<file path="src/rtl/scan_decoder.sv">
// SEL_W-to-2^SEL_W decoder with registered one-hot active-low outputs and an
// auto-scan mode that steps through the first NUM_OUT outputs every PRESCALE enabled cycles.
module scan_decoder #(
    parameter int SEL_W    = 2,
    parameter int NUM_OUT  = 4,
    parameter int PRESCALE = 4
) (
    input  logic                    CLK,
    input  logic                    RESET,
    input  logic                    G_L,
    input  logic                    MODE,
    input  logic [SEL_W-1:0]        SEL,
    output logic [(1<<SEL_W)-1:0]   Y_L,
    output logic [SEL_W-1:0]        IDX,
    output logic                    WRAP
);
    localparam int PC_W = (PRESCALE > 1) ? $clog2(PRESCALE) : 1;

    logic [SEL_W-1:0] idx_reg, idx_next;
    logic [PC_W-1:0]  pc_reg, pc_next;
    logic             en_q_reg;
    logic             wrap_reg, wrap_next;

    always_comb begin
        idx_next  = idx_reg;
        pc_next   = pc_reg;
        wrap_next = 1'b0;
        if (!G_L) begin
            if (!MODE) begin
                idx_next = SEL;
                pc_next  = '0;
            end else if (pc_reg != PC_W'(PRESCALE - 1)) begin
                pc_next = pc_reg + PC_W'(1);
            end else begin
                pc_next = '0;
                // Out-of-range indices left over from direct mode also wrap here.
                if (int'(idx_reg) >= NUM_OUT - 1) begin
                    idx_next  = '0;
                    wrap_next = 1'b1;
                end else begin
                    idx_next = idx_reg + SEL_W'(1);
                end
            end
        end
    end

    always_ff @(posedge CLK or posedge RESET) begin
        if (RESET) begin
            idx_reg  <= '0;
            pc_reg   <= '0;
            en_q_reg <= 1'b0;
            wrap_reg <= 1'b0;
        end else begin
            idx_reg  <= idx_next;
            pc_reg   <= pc_next;
            en_q_reg <= ~G_L;
            wrap_reg <= wrap_next;
        end
    end

    // Outputs decode registers only, so input changes can never glitch them.
    genvar gi;
    generate
        for (gi = 0; gi < (1 << SEL_W); gi++) begin : g_dec
            if (gi < NUM_OUT) begin : g_used
                assign Y_L[gi] = ~(en_q_reg && (idx_reg == SEL_W'(gi)));
            end else begin : g_unused
                assign Y_L[gi] = 1'b1;
            end
        end
    endgenerate

    assign IDX  = idx_reg;
    assign WRAP = wrap_reg;

endmodule
</file>
<file path="config.mk">
export PLATFORM = sky130hd
export DESIGN_NAME = scan_decoder
export DESIGN_NICKNAME = d
export VERILOG_FILES = /design/src/rtl/scan_decoder.sv
export SDC_FILE = /design/constraint.sdc
export NUM_CORES = 1
export LEC_CHECK = 0
export ABC_CLOCK_PERIOD_IN_PS = 2400
export CAP_MARGIN = 25
export CORE_AREA = 2 2 39 41
export DETAILED_ROUTE_END_ITERATION = 12
export DIE_AREA = 0 0 41 43
export GPL_TIMING_DRIVEN = 0
export PLACE_DENSITY_LB_ADDON = 0.25
export SLEW_MARGIN = 10
export SYNTH_ARGS = -nofsm -noshare
export SYNTH_HDL_FRONTEND = slang
export SYNTH_SLANG_ARGS = --single-unit
</file>
<file path="constraint.sdc">
create_clock -name CLK -period 2.4 [get_ports CLK]
set_input_delay 0.48 -clock CLK [delete_from_list [all_inputs] [get_ports CLK]]
set_output_delay 0.48 -clock CLK [all_outputs]
set_load 0.01 [all_outputs]
</file>
==> summary.md <==
| Metric | Value |
|---|---|
| Status | finished clean |
| Cell taking the most area after synthesis | dfrtp_1 |
| Total CTS buffers | 3 |
| Switching part of the total power | 27.59% |
| Antenna Violating Nets Remaining | 0 |
| PD cells | 593.7 mW/mm^2 |
| Synth Register Bits | 6 |
| Worst Hold Depth | 2 |
| Sequential share of power | 41.9% |
| Hold Crit Endpoint | WRAP |
| Post-CTS Setup Bufs | 0 |
| CP bufs+invs | 2 |
| DRC Markers | 0 |
| F_max | 498.7 MHz |
| CTS max path bufs | 2 |
| Reg2Reg Setup Slack | 1.12 ns |
| Logic pwr share | 26.0% |
| Total power | 0.0002934 W |
| Crit-path slowest cell | clkdlybuf4s50_1 |
| Min-delay src | G_L |
| Crit. End Element | output port |
| FF-to-FF End | IDX[1] |
| DRT met1 WL | 296 microns |
| Die width | 41 microns |
| Met2 wire length | 265 microns |
| RSZ-0062 raised after global routing | false |
| Warning count from the yosys run | 0 |
| Register area share after synthesis | 43.96% |
| Grt ovf | 0 |
| Max-slew violations | 0 |
| Int Power | 0.0002125 W |
| Final setup viols | 0 |
| First-pass GRT wire length | 1.124 mm |
| Post-synth net total | 46 |
| Power share of the clock group | 32.1% |
| CTS tree | done |
| Initial Utilization | 24.68% |
| Least-Margin Pin Slew | 0.2223 ns |
| GRT Util Overall | 10.11% |
| Hpwl dp | 490.9 microns |
| Critical path class | flip-flop to output port |
| Worst Skew | 0.0004083 ns |
| DR WL/cell | 9.508 microns |
| Largest net degree at the start of global routing | 9 |
| Share of layout cells above drive strength 1 | 10.20% |
| Clock-pin slew on the worst setup and hold paths | 0.05 ns |
| Worst-path fanout max | 5 |
| Fin Setup TNS | 0 ns |
| Row cnt | 14 |
| Met3 wire length | 56 microns |
| Via count | 264 |
| Synthesized area | 341.6 sq um |
| Fin crit share | 83.55% |
| # resized after CTS | 0 |
| Slowest stage delay, CP | 0.52 ns |
| Synth top area share | 43.96% |
| Reg-to-Reg Start | IDX[0] |
| Final hold vios | 0 |
| Die Ht | 43 microns |
| Top sig layer | met3 |
| Diodes inserted | 0 |
| Slew headroom | 85.05% |
| DRT Wirelength | 618 microns |
| Clock Latency Late Sink | 0.24 ns |
| NetSw | 0.00008097 W |
| Required @ worst endpoint | 1.92 ns |
| Initial antenna violation count | 0 |
| Full die area | 0.001763 sq mm |
| Netlist cell types | 15 |
| Pre-antenna DRT Iters | 2 |
| CP cell instances | inv_1 > ha_1 > nand2_1 > clkdlybuf4s50_1 |
| PortBufs | 11 |
| Vias per cell | 4.062 |
| Peak supply drop | 0.0002445 V |
| Final nets | 62 |
| H-Tree Depth | 1 |
| Drt first-iter violations | 2 |
| Num ports | 13 |
| Max-cap violations | 0 |
| Core ar. | 0.001384 sq mm |
| Startpoint Class | flip-flop |
| Clock Sinks | 6 |
| Reg2reg path depth | 5 |
| CTS hold repair buffers | 0 |
| Root Driver | clkbuf_4 |
| Final min period | 2.005 ns |
| Leakage power | 0.2430 nW |
| Synth Instances | 35 |
| Type of the most critical hold path | input port to flip-flop |
| Top delay family on crit path | buffers and inverters |
| Syn_area_per_cell | 9.759 sq um |
| Worst Path Arrival | 1.53 ns |
| Vias in the first global route | 273 |
| Gpl congestion | 0.7520 |
| Layout Area Growth over Synthesis | 44.69% |
| Top post-synthesis cells by area | dfrtp_1 (44%), ha_1 (18%), nand2_1 (7.7%) |
[kinds of logic after synthesis]
logic type      Yosys count  share of synthesized area [%]
simple gates             11                          16.49
compound gates            7                          12.45
buf+inv                   6                          8.789
flops                     6                          43.95
fa+ha+maj                 5                          18.32
[worst reg2reg max path: cells and delay by family (launching register included)]
kind / cells / cell delay (ns)
and+or+nand+nor: 1 / 0.18
DFF: 1 / 0.40
AOI/OAI and AO/OA: 2 / 0.20
buffers and inverters: 1 / 0.10
adders and majority gates: 1 / 0.28
[layer usage]
metal	up-vias	global-route usage [%]
met3	0	3.141
met5	-	0
met4	0	10.00
met1	110	14.14
li1	144	-
met2	10	11.25
[final cells by class]
type,count,area [sq um]
fillers,136,889.6
multi-input cells,23,161.4
flip-flops and latches,6,150.1
repair buffers,11,110.1
clock buffers,3,22.52
well taps,16,20.02
inverters,5,18.77
plain buffers,1,11.26
[metrics by stage]
step / setup slack, ns / hold slack, ns / utilization, % / instances / area, sq um
CTS: 0.3818 / 0.4171 / 35.71 / 65 / 494.2
floorplan: 1.119 / 0.2710 / - / 35 / 341.6
global route: 0.2904 / 0.4232 / 35.71 / 65 / 494.2
finish: 0.3949 / 0.4215 / 35.71 / 65 / 494.2
global placement: 0.6232 / 0.4817 / 34.09 / 62 / 471.7
detailed placement: 0.6491 / 0.4853 / 34.09 / 62 / 471.7
[cells in the final DEF (no fill, tap or decap)]
cell type        Yosys  layout
clkbuf_4             0       3
dfrtp_1              6       6
inv_2                1       1
a21oi_1              2       2
o21ai_0              1       1
inv_1                4       4
clkdlybuf4s50_1      0      11
nand2_1              7       7
o21a_1               1       1
and3_1               1       1
nor4_1               1       1
a21o_1               1       1
ha_1                 5       5
buf_6                1       1
nor3_1               1       1
o22ai_1              2       2
and4bb_1             1       1
[Yosys cell counts]
cell,instances
nand2_1,7
dfrtp_1,6
ha_1,5
inv_1,4
a21oi_1,2
o22ai_1,2
a21o_1,1
and3_1,1
and4bb_1,1
buf_6,1
inv_2,1
nor3_1,1
nor4_1,1
o21a_1,1
o21ai_0,1
[how the worst max path moves through the flow]
stage                     slack, ns  endpoint  cells past startpoint    from
after floorplan                1.12    Y_L[0]                      3  IDX[0]
after global placement         0.62    Y_L[0]                      4  IDX[0]
after detailed placement       0.65    Y_L[0]                      4  IDX[0]
after CTS                      0.38    Y_L[0]                      4  IDX[0]
after global routing           0.29    Y_L[0]                      4  IDX[0]
final                          0.39    Y_L[0]                      4  IDX[0]
[power by group through the flow]
stage	Clock [W]	Combinational [W]	Sequential (W)
finish	0.0000941	0.0000764	0.000123
global route	0.000103	0.0000910	0.000125
detailed placement	0	0.0000778	0.000125
CTS	0.0000973	0.0000781	0.000123
floorplan	0	0.0000390	0.000125
global placement	0	0.0000788	0.000125
(Power assumes the default switching activity.)
==> variant, RTL diff (config.mk and constraints unchanged) <==
Set the parameter `SEL_W` to 1 (it was 2). Comments in the files are not updated.
--- a/src/rtl/scan_decoder.sv
+++ b/src/rtl/scan_decoder.sv
@@ -1,7 +1,7 @@
 // SEL_W-to-2^SEL_W decoder with registered one-hot active-low outputs and an
 // auto-scan mode that steps through the first NUM_OUT outputs every PRESCALE enabled cycles.
 module scan_decoder #(
-    parameter int SEL_W    = 2,
+    parameter int SEL_W    = 1,
     parameter int NUM_OUT  = 4,
     parameter int PRESCALE = 4
 ) (
Interface: changed (resized IDX, SEL and Y_L); port bits go from 13 to 9. The function was not compared with the original's and may differ.
==> variant against the unedited design <==
Core utilization is 13 points lower; highest routed layer unchanged; area after synthesis is 40% lower; count of clock-buffer cells in the layout stayed put; clock power is 11% lower; power is 27% lower; sequential cell count is 2 lower; sequential power is 31% lower; setup slack better by 0.25 ns; routed wire length is 33% lower; design area is 36% lower.
==> variant: results (changes against the unedited design) <==
stage	metric	value	unit	change
synth	ys_seq_area_share	48.8	%	+4.8 points
grt	grt_util_met1	7.17	%	-7.0 points
pwr	peakVddDrop	0.308	mV	+26%
placement	dp_cells	44		-29%
placement	place_area	295	um2	-37%
worst_setup_path	r2r.worst_path.cells	4		-1
worst_setup_path	r2r_start	pc_reg[0]$_DFFE_PP0N_		
synth	syn_inst	21		-40%
grt	grt_pass1_vias	179		-34%
grt	grt_max_degree	8		-1
timing	fin_skew	0.00343	ns	+0.00302 ns
status	outcome	completed		
grt	met2_usage	8.13	%	-3.1 points
placement	globalplace.congestion	0.522		-31%
placement	hpwl	318	um	-35%
worst_setup_path	crit_start	IDX$_DFFE_PP0P_		
pwr	leakage	0.147	nW	-39%
cells_and_area	drive_gt1_share	19.4	%	+9.2 points
drt	wl_per_cell	8.79	um	-7.6%
synth	yosys-top-cells-area	dfrtp_1, nor4b_2, ha_1		
cells_and_area	finalNonFillerCells	47		-28%
drt	dr_total_vias	185		-30%
synth	yosysUniqueCellTypes	14		-1
cells_and_area	fill_cells	156		+15%
grt	grt_util_all_layers	7.26	%	-2.9 points
cells_and_area	layout.nets	39		-37%
[variant: cell types whose count changed after synthesis, sizes merged, moves of 2 or more]
| cell | delta |
|---|---|
| ha | -4 |
| nand2 | -4 |
| dfrtp | -2 |
| inv | -2 |
| o22ai | -2 |
[variant: per-stage QoR]
stage               worst slack (ns)  hold WS [ns]
detailed placement             0.897         0.491
CTS                            0.641         0.437
global route                   0.562         0.443
floorplan                       1.31         0.246
global placement               0.915         0.472
finish                         0.649         0.432
[variant: area by class of cell]
cell class                      instances  area (um2)  area share, %
Tap cell                               16        20.0           6.30
Buffer                                  1        7.51           2.36
Sequential cell                         4         100           31.5
Timing Repair Buffer                    7        70.1           22.0
Clock buffer                            3        22.5           7.09
Multi-Input combinational cell         13        86.3           27.2
Inverter                                3        11.3           3.54
[variant: logic make-up after synthesis]
family / after synthesis / synth area share [%]
adders and majority gates: 1 / 6.10
AOI/OAI and AO/OA: 5 / 16.5
other: 1 / 1.83
buffers and inverters: 4 / 9.15
and+or+nand+nor: 6 / 17.7
DFF: 4 / 48.8
[variant: worst max-delay path, delay by kind of cell, from the launching register on]
family | cells | cell delay (ns)
buffers and inverters | 1 | 0.52
DFF | 1 | 0.39
and+or+nand+nor | 1 | 0.12
[variant: routing by layer]
| layer | up-vias | share of wire [%] | routed length [um] |
|---|---|---|---|
| met3 | 0 | 14 | 57 |
| met4 | 0 | 0 | 0 |
| met1 | 86 | 41 | 168 |
| li1 | 88 | - | - |
| met2 | 11 | 46 | 188 |
| met5 | - | 0 | 0 |
[variant: path summary, 6_finish.rpt]
path                                    endpoint  slack (ns)
hold reg to reg            pc_reg[1]$_DFFE_PP0N_        0.51
min in group CLK           pc_reg[1]$_DFFE_PP0N_        0.51
setup reg to reg                 IDX$_DFFE_PP0P_        1.31
hold / removal                en_q_reg$_DFF_PP0_        0.43
setup / recovery                          Y_L[0]        0.65
max in group asynchronous  pc_reg[0]$_DFFE_PP0N_        1.81
[variant: report_power, final]
part,switching (W),internal (W)
clock network,0.0000282,0.0000560
logic,0.0000181,0.0000278
registers,0.00000808,0.0000765
